[src/rtl/pixel_writer.sv]
// rtl/pixel_writer.sv - rasterizer pixel stream to framebuffer SRAM writer
//
// Filters off-screen and repeated pixels from a no-backpressure rasterizer,
// queues survivors in a small FIFO and writes each one through a
// request/acknowledge SRAM port.
//
// Ports:
//   clk, n_rst                 clock, synchronous active-low reset
//   src_x/src_y/src_r/g/b      per-cycle pixel from the rasterizer
//   src_busy, src_done         primitive busy level and done pulse
//   mem_addr, mem_wdata        framebuffer word address and {r,g,b}
//   mem_we, mem_ack            write request (held) and acceptance
//   frame_done                 one-cycle pulse when the primitive is committed
//   overflow                   sticky pixel-dropped flag
//   fifo_count                 registered FIFO occupancy
module pixel_writer #(
    parameter int WIDTH        = 640,
    parameter int HEIGHT       = 480,
    parameter int WIDTH_BITS   = 10,
    parameter int HEIGHT_BITS  = 9,
    parameter int CHANNEL_BITS = 8,
    parameter int ADDR_BITS    = 19,
    parameter int FIFO_DEPTH   = 8
) (
    input  logic                            clk,
    input  logic                            n_rst,
    input  logic [WIDTH_BITS-1:0]           src_x,
    input  logic [HEIGHT_BITS-1:0]          src_y,
    input  logic [CHANNEL_BITS-1:0]         src_r,
    input  logic [CHANNEL_BITS-1:0]         src_g,
    input  logic [CHANNEL_BITS-1:0]         src_b,
    input  logic                            src_busy,
    input  logic                            src_done,
    output logic [ADDR_BITS-1:0]            mem_addr,
    output logic [3*CHANNEL_BITS-1:0]       mem_wdata,
    output logic                            mem_we,
    input  logic                            mem_ack,
    output logic                            frame_done,
    output logic                            overflow,
    output logic [$clog2(FIFO_DEPTH):0]     fifo_count
);

    localparam int PTR_BITS   = $clog2(FIFO_DEPTH);
    localparam int CNT_BITS   = PTR_BITS + 1;
    localparam int DATA_BITS  = 3 * CHANNEL_BITS;
    localparam int ENTRY_BITS = ADDR_BITS + DATA_BITS;

    // Sentinel coordinates double as the exclusive on-screen limits.
    localparam logic [WIDTH_BITS-1:0]  X_SENT     = WIDTH_BITS'(WIDTH);
    localparam logic [HEIGHT_BITS-1:0] Y_SENT     = HEIGHT_BITS'(HEIGHT);
    localparam logic [CNT_BITS-1:0]    FULL_COUNT = CNT_BITS'(FIFO_DEPTH);
    localparam logic [ADDR_BITS-1:0]   ROW_PITCH  = ADDR_BITS'(WIDTH);

    typedef enum logic {
        S_IDLE  = 1'b0,
        S_WRITE = 1'b1
    } state_t;

    state_t                  state_q, state_d;
    logic [ENTRY_BITS-1:0]   fifo_mem_q [FIFO_DEPTH];
    logic [PTR_BITS-1:0]     wr_ptr_q, wr_ptr_d;
    logic [PTR_BITS-1:0]     rd_ptr_q, rd_ptr_d;
    logic [CNT_BITS-1:0]     count_q, count_d;
    logic [WIDTH_BITS-1:0]   last_x_q, last_x_d;
    logic [HEIGHT_BITS-1:0]  last_y_q, last_y_d;
    logic                    busy_q, busy_d;
    logic                    overflow_q, overflow_d;
    logic                    done_pending_q, done_pending_d;
    logic                    frame_done_q, frame_done_d;
    logic [ADDR_BITS-1:0]    mem_addr_q, mem_addr_d;
    logic [DATA_BITS-1:0]    mem_wdata_q, mem_wdata_d;
    logic                    mem_we_q, mem_we_d;

    logic                    pix_valid;
    logic                    pix_dup;
    logic                    pix_accept;
    logic                    busy_rise;
    logic                    fifo_empty;
    logic                    fifo_full;
    logic                    push;
    logic                    pop;
    logic                    drop;
    logic                    pending_now;
    logic [ADDR_BITS-1:0]    pix_addr;

    always_comb begin
        pix_valid  = (src_x < X_SENT) && (src_y < Y_SENT);
        busy_rise  = src_busy && !busy_q;
        // A busy rising edge resets the last-pixel register this very cycle,
        // so a pixel arriving alongside it is never treated as a repeat.
        pix_dup    = !busy_rise && (src_x == last_x_q) && (src_y == last_y_q);
        pix_accept = pix_valid && !pix_dup;
        fifo_empty = (count_q == '0);
        fifo_full  = (count_q == FULL_COUNT);
        pix_addr   = ADDR_BITS'(src_y) * ROW_PITCH + ADDR_BITS'(src_x);

        state_d     = state_q;
        pop         = 1'b0;
        mem_addr_d  = mem_addr_q;
        mem_wdata_d = mem_wdata_q;
        if (state_q == S_IDLE) begin
            if (!fifo_empty) begin
                pop     = 1'b1;
                state_d = S_WRITE;
            end
        end else begin
            if (mem_ack) begin
                if (!fifo_empty) begin
                    pop = 1'b1;
                end else begin
                    state_d = S_IDLE;
                end
            end
        end
        if (pop) begin
            {mem_addr_d, mem_wdata_d} = fifo_mem_q[rd_ptr_q];
        end
        mem_we_d = (state_d == S_WRITE);

        // A pop in the same cycle frees the slot, so a full FIFO still
        // takes the new pixel.
        push = pix_accept && (!fifo_full || pop);
        drop = pix_accept && fifo_full && !pop;

        wr_ptr_d = push ? wr_ptr_q + PTR_BITS'(1) : wr_ptr_q;
        rd_ptr_d = pop  ? rd_ptr_q + PTR_BITS'(1) : rd_ptr_q;
        case ({push, pop})
            2'b10:   count_d = count_q + CNT_BITS'(1);
            2'b01:   count_d = count_q - CNT_BITS'(1);
            default: count_d = count_q;
        endcase

        last_x_d = last_x_q;
        last_y_d = last_y_q;
        if (push) begin
            last_x_d = src_x;
            last_y_d = src_y;
        end else if (busy_rise) begin
            last_x_d = X_SENT;
            last_y_d = Y_SENT;
        end

        busy_d     = src_busy;
        overflow_d = (overflow_q && !busy_rise) || drop;

        // Completion is judged on next-cycle state: once the FIFO and the
        // write FSM will both be empty, the primitive is fully committed.
        // A done pulse landing while one is pending simply merges into it.
        pending_now    = done_pending_q || src_done;
        frame_done_d   = pending_now && (count_d == '0) && (state_d == S_IDLE);
        done_pending_d = pending_now && !frame_done_d;
    end

    always_ff @(posedge clk) begin
        if (!n_rst) begin
            state_q        <= S_IDLE;
            wr_ptr_q       <= '0;
            rd_ptr_q       <= '0;
            count_q        <= '0;
            last_x_q       <= X_SENT;
            last_y_q       <= Y_SENT;
            busy_q         <= 1'b0;
            overflow_q     <= 1'b0;
            done_pending_q <= 1'b0;
            frame_done_q   <= 1'b0;
            mem_addr_q     <= '0;
            mem_wdata_q    <= '0;
            mem_we_q       <= 1'b0;
        end else begin
            state_q        <= state_d;
            wr_ptr_q       <= wr_ptr_d;
            rd_ptr_q       <= rd_ptr_d;
            count_q        <= count_d;
            last_x_q       <= last_x_d;
            last_y_q       <= last_y_d;
            busy_q         <= busy_d;
            overflow_q     <= overflow_d;
            done_pending_q <= done_pending_d;
            frame_done_q   <= frame_done_d;
            mem_addr_q     <= mem_addr_d;
            mem_wdata_q    <= mem_wdata_d;
            mem_we_q       <= mem_we_d;
        end
    end

    // FIFO storage needs no reset: occupancy is tracked by the pointers.
    always_ff @(posedge clk) begin
        if (n_rst && push) begin
            fifo_mem_q[wr_ptr_q] <= {pix_addr, src_r, src_g, src_b};
        end
    end

    assign mem_addr   = mem_addr_q;
    assign mem_wdata  = mem_wdata_q;
    assign mem_we     = mem_we_q;
    assign frame_done = frame_done_q;
    assign overflow   = overflow_q;
    assign fifo_count = count_q;

endmodule

[config.mk]
export PLATFORM = sky130hd
export DESIGN_NAME = pixel_writer
export DESIGN_NICKNAME = d
export VERILOG_FILES = /design/src/rtl/pixel_writer.sv
export SDC_FILE = /design/constraint.sdc
export NUM_CORES = 1
export LEC_CHECK = 0
export BUFFER_PORTS_ARGS = -buffer_cell sky130_fd_sc_hd__buf_2
export CORE_UTILIZATION = 55
export CTS_BUF_LIST = sky130_fd_sc_hd__clkbuf_8
export CTS_CLUSTER_DIAMETER = 40
export DETAILED_ROUTE_END_ITERATION = 8
export PLACE_DENSITY = 0.76
export SYNTH_ARGS = -nofsm -noshare
export SYNTH_HDL_FRONTEND = slang
export SYNTH_SLANG_ARGS = --single-unit
[constraint.sdc]
create_clock -name clk -period 7.5 [get_ports clk]
set_clock_uncertainty 0.05 [all_clocks]
set_input_delay 1.5 -clock clk [delete_from_list [all_inputs] [get_ports clk]]
set_output_delay 1.5 -clock clk [all_outputs]
set_load 0.01 [all_outputs]
Word-level counts from Yosys, hierarchy flattened --
Memory sizes are Yosys's and may differ from the RTL's. A register that Yosys moved wholly into a read port is not among the register bits. Index checks and enable logic that the tools add are counted.
Word-level totals: register bits 34, memory bits (writable) 344, input bits 48, output and inout port bits 50, memories kept 1
Operators by class: $add $sub $neg 5, multipliers 1, $lt $le $gt $ge 2, equal/unequal tests 5, muxes and demuxes 12, bitwise gates (word level) 1, reduce and logical (&&, ||, !) cells 26
Memories:
- fifo_mem_q | words 8, width 43, read ports 1, clocked after memory_dff 1, wr ports 1, RTL line 60 | logic [ENTRY_BITS-1:0] fifo_mem_q [FIFO_DEPTH];
Operators by type and width (count):
- $mux W10 | 2
- $add A19 B10 Y19 | 1
- $mux W9 | 2
- $logic_and A1 B1 Y1 | 13
- $mul A9 B3 Y12 const B | 1
- $eq A10 B10 Y1 | 1
- $lt A10 B10 Y1 const B | 1
- $eq A9 B9 Y1 | 1
- $lt A9 B9 Y1 const B | 1
- $logic_not A4 Y1 | 2
- $pmux W4 S2 | 1
- $logic_not A1 Y1 | 7
- $mux W1 | 7
- $add A3 B1 Y3 const B | 2
- $add A4 B1 Y4 const B | 1
- $eq A4 B4 Y1 const B | 1
- $sub A4 B1 Y4 const B | 1
- $logic_or A1 B1 Y1 | 3
- $eq A2 B1 Y1 const B | 1
- $eq A2 B2 Y1 const B | 1
- $reduce_bool A2 Y1 | 1
- $not A1 Y1 | 1

Depth between registers and ports, before layout --
word-level depth 15, mapped depth 11, depth with buffers taken out 10

Worst setup path after synthesis --
OpenSTA, ideal clock, no wires.
path type in2reg, start in src_y[8], end mem fifo_mem_q[0][0] in the netlist's numbering (enable), library setup time 0.550 ns, data arrival time 6.638 ns, setup slack 0.262 ns, cell stages on the path 8, buffers on the path 3, cells stage by stage buf_2 xnor2_1 nand4_1 nor2_1 a211o_1 buf_4 buf_4 nor4_1
On the way: longest elaborated chain between the ends 8, elaborated cells on any way between the ends 10
RTL lines:
- start: declaration | RTL line 28 | input logic [HEIGHT_BITS-1:0] src_y,
- parallel branches: the longest is 3 deep, another holds $lt A9 B9 Y1
- $logic_and A1 B1 Y1 * | RTL line 92 | pix_accept = pix_valid && !pix_dup;
- $logic_and A1 B1 Y1 * | RTL line 122 | push = pix_accept && (!fifo_full || pop);
- $logic_and A1 B1 Y1 * | RTL line 188 | if (n_rst && push) begin
- $mux W1 * | RTL line 188
- $mux W1 (not written as such) * | RTL line 189 | fifo_mem_q[wr_ptr_q] <= {pix_addr, src_r, src_g, src_b};
- end: declaration | RTL line 60
Mark *: on every way between the ends.

Worst setup path in the final report --
start in src_y[1], end mem fifo_mem_q[2][41] in the netlist's numbering (data pin)
On the way: longest elaborated chain between the ends 2
RTL lines:
- $mul A9 B3 Y12 | RTL line 95 | pix_addr = ADDR_BITS'(src_y) * ROW_PITCH + ADDR_BITS'(src_x);
- $add A19 B10 Y19 | RTL line 95
- net pix_addr[17] | RTL line 84 | logic [ADDR_BITS-1:0] pix_addr;
The timed path passes the listed nets, and every way through them passes these cells.

==> flow_metrics.tcl <==
set metrics [dict create \
    syn_to_final_growth_pct 13.7 \
    post-route-period-util 0.514 \
    critPathKind "in -> reg" \
    synth_edf_count 344 \
    synthAdderAreaFrac 0.0193 \
    drive_above_1_share 0.282 \
    drc 0 \
    core_um2 29700 \
    grt_pass1_wl_um 49800 \
    crit_path_max_fanout 8 \
    grt_setup_unrepaired "no" \
    cp.arrival_ns 4.09 \
    wl_per_cell_um 21.2 \
    comb_power_share 0.238 \
    power_frac_seq 0.461 \
    die_h_um 176 \
    yosysSeqAreaShare 0.711 \
    grt_pass1_vias 8987 \
    p_per_area_nw_per_um2 332 \
    cpPeakStageDelay_ns 0.46 \
    critPathRequiredTime_ns 7.73 \
    leakage_nw 6.41 \
    drt-total-wl_um 32100 \
    relSlewSlack 0.286 \
    ys_types 49 \
    netSwitchingFraction 0.292 \
    synth_compound_area_frac 0.0394 \
    vias 8766 \
    grt_antenna_before_repair 0 \
    maxCapViolCount 0 \
    setup_viol 0 \
    hold_end "last_x_q[3]" \
    synth-simple-area-share 0.0481 \
    hold_start "last_x_q[3]" \
    slowest_stage "fa_1" \
    synth_xor_area_frac 0.0184 \
    rr_worst_depth 11 \
    cts_buffer_depth 3 \
    ir_drop_v 0.000557 \
    numClockSinks 421 \
    crit_chain "buf_2 -> ha_1 -> ha_1 -> inv_1 -> fa_1 -> xor2_1 -> nor3_1 -> nand3_1 -> and4bb_2 -> xor2_1" \
    drv_slew 0 \
    cts.clk_slew.worst_paths_ns 0.06 \
    cts-root-buf "clkbuf_8" \
    rows 63 \
    setup.worst_path.end_class "flip-flop" \
    floorplan.initialDensity 0.562 \
    htreeDepth 3 \
    hold_path_depth 2 \
    drtIter0Drc 647 \
    synth_seq_cells 421 \
    final_core_util 0.638 \
    cts_setup_buffers 0 \
    grt.overflow.total 0 \
    dieWidth_um 176 \
    cp_top_family "adder cells" \
    clkLatencyLatePin_ns 0.57 \
    dr.pass1.iters 5 \
    synth_nets 1008 \
    syn-mean-instance-area_um2 17.8 \
    detail-route-antenna-nets 0 \
    viasPerCell 5.77 \
    dp_hpwl_um 18400 \
    ctsHoldBuffers 0 \
    ys_warn_count 0 \
    hp-class "reg -> reg" \
    tritoncts "done" \
    cts_resized 0 \
    power.share.clock 0.301 \
    grt_max_degree 93 \
    netlist_instances 936 \
    p_int_mw 4.46 \
    gp_congestion 0.772 \
    final_hold_viol_count 0 \
    reg2reg_to "fifo_count[3]" \
    worst_pin_slew_ns 1.07 \
    critical_path_buf_inv_count 2 \
    fin_tns_setup_ns 0 \
    yosys-mux-area-fraction 0.144 \
    max_freq_mhz 259 \
    synth_top_family_by_area "multiplexers" \
    numCtsBuffers 70 \
    async_reset_ff_frac 0 \
    timing.rr.start "fifo_count[0]" \
    fin_crit_ns 3.86 \
    io_buffers 97 \
    io_pins 98 \
    synth_ff_type "edfxtp_1" \
    cp-start-kind "input port" \
    status "finished clean" \
    ff2ff_setup_slack_ns 4.23 \
    syn_area_um2 16700 \
    grt_use_total 0.213 \
    diodes 0 \
    fin_nets 1147 \
    dieArea_um2 31000 \
    switchingPower_mw 1.84 \
]
-- metrics by stage --
stage	instance area, um2	setup slack, ns	std cells	power, mW	hold WS (ns)
floorplan	16700	0.262	936	4.07	0.411
finish	19000	3.64	1518	6.29	0.435
global route	19000	3.42	1518	6.60	0.457
CTS	19000	3.67	1518	6.35	0.439
global placement	17600	3.13	1393	4.43	0.423
detailed placement	17600	3.08	1393	4.47	0.432
-- placed cells by master, fill, tap and decap left out, types with 6 or more instances in the layout --
cell type	n
a211oi_1	42
nor2b_1	6
nor2_1	54
mux4_2	86
edfxtp_1	344
ha_1	21
mux2i_1	47
nand2_1	25
inv_1	37
buf_4	22
clkbuf_8	77
xor2_1	6
a21oi_1	7
nand4_1	20
clkinv_1	13
xnor2_1	29
nor3b_1	9
buf_2	97
o21ai_0	28
nand3_1	7
dfxtp_1	74
-- flip-flops by register name, summed over array words and instances (netlist names) --
| name | count |
|---|---|
| mem_addr | 19 |
| wr_ptr_q | 3 |
| done_pending_q | 1 |
| fifo_count | 4 |
| last_y_q | 9 |
| rd_ptr_q | 3 |
| fifo_mem_q | 344 |
| mem_wdata | 24 |
| mem_we | 1 |
| overflow | 1 |
| frame_done | 1 |
| last_x_q | 10 |
| busy_q | 1 |
-- per-layer routing --
layer | vias to the layer above | global-route usage | part of all wire
li1 | 4014 | - | -
met1 | 4425 | 0.287 | 0.43
met2 | 278 | 0.351 | 0.50
met3 | 49 | 0.0433 | 0.060
met4 | 0 | 0.0685 | 0.016
met5 | - | 0 | 0
-- worst min-delay path, delay by kind of cell, from the launching register on --
| kind | cells | cell delay, ns |
|---|---|---|
| flops | 1 | 0.32 |
| simple gates | 1 | 0.06 |
| compound gates | 1 | 0.06 |
-- power by group through the flow --
stage | registers [mW] | clock network, mW | logic, mW
final | 2.90 | 1.89 | 1.50
after global routing | 2.93 | 2.04 | 1.64
after CTS | 2.91 | 1.93 | 1.52
after detailed placement | 2.96 | 0 | 1.51
after global placement | 2.95 | 0 | 1.48
after floorplan | 2.91 | 0 | 1.15
-- final cells by class --
type                       count  area [um2]
sequential                   421       11900
fill                        2023       10800
clock buffer                  77        1060
clock inverter                48         272
tap                          390         488
inverter                      18        67.6
multi-input combinational    445        4550
timing repair buffer         119         651
-- worst max-delay path by stage --
stage | cells after the start | slack, ns | from | end
after floorplan | 8 | 0.26 | src_y[8] | fifo_mem_q[0][0]
final | 10 | 3.64 | src_y[1] | fifo_mem_q[2][41]
after detailed placement | 8 | 3.08 | src_busy | fifo_mem_q[7][20]
after global routing | 11 | 3.42 | src_y[1] | fifo_mem_q[4][41]
after global placement | 8 | 3.13 | src_busy | fifo_mem_q[7][21]
after CTS | 8 | 3.67 | src_busy | fifo_mem_q[7][27]
-- logic make-up after synthesis --
kind of cell	Yosys count
DFF	421
muxes	133
AOI/OAI and AO/OA	97
and+or+nand+nor	156
xor gates and xnor gates	35
adders and majority gates	24
buffers and inverters	70
-- Yosys cell counts, types with 2 or more instances --
cell,number,area [um2]
a211oi_1,42,315
a21o_1,2,15.0
a21oi_1,7,35.0
a31oi_1,2,12.5
and2_1,3,18.8
buf_1,4,15.0
buf_2,12,60.1
buf_4,7,52.6
buf_6,2,22.5
clkbuf_1,27,101
dfxtp_1,77,1540
edfxtp_1,344,10300
fa_1,3,60.1
ha_1,21,263
inv_1,18,67.6
mux2i_1,47,470
mux4_2,86,1940
nand2_1,25,93.8
nand2b_1,5,31.3
nand3_1,7,35.0
nand4_1,20,125
nor2_1,55,206
nor2b_1,6,37.5
nor3_1,9,45.0
nor3b_1,9,67.6
nor4_1,5,31.3
o211a_1,3,30.0
o211ai_1,3,22.5
o21ai_0,28,140
o31ai_1,4,30.0
or2_2,2,12.5
xnor2_1,29,254
xor2_1,6,52.6
Power figures use the tool's default switching activity.
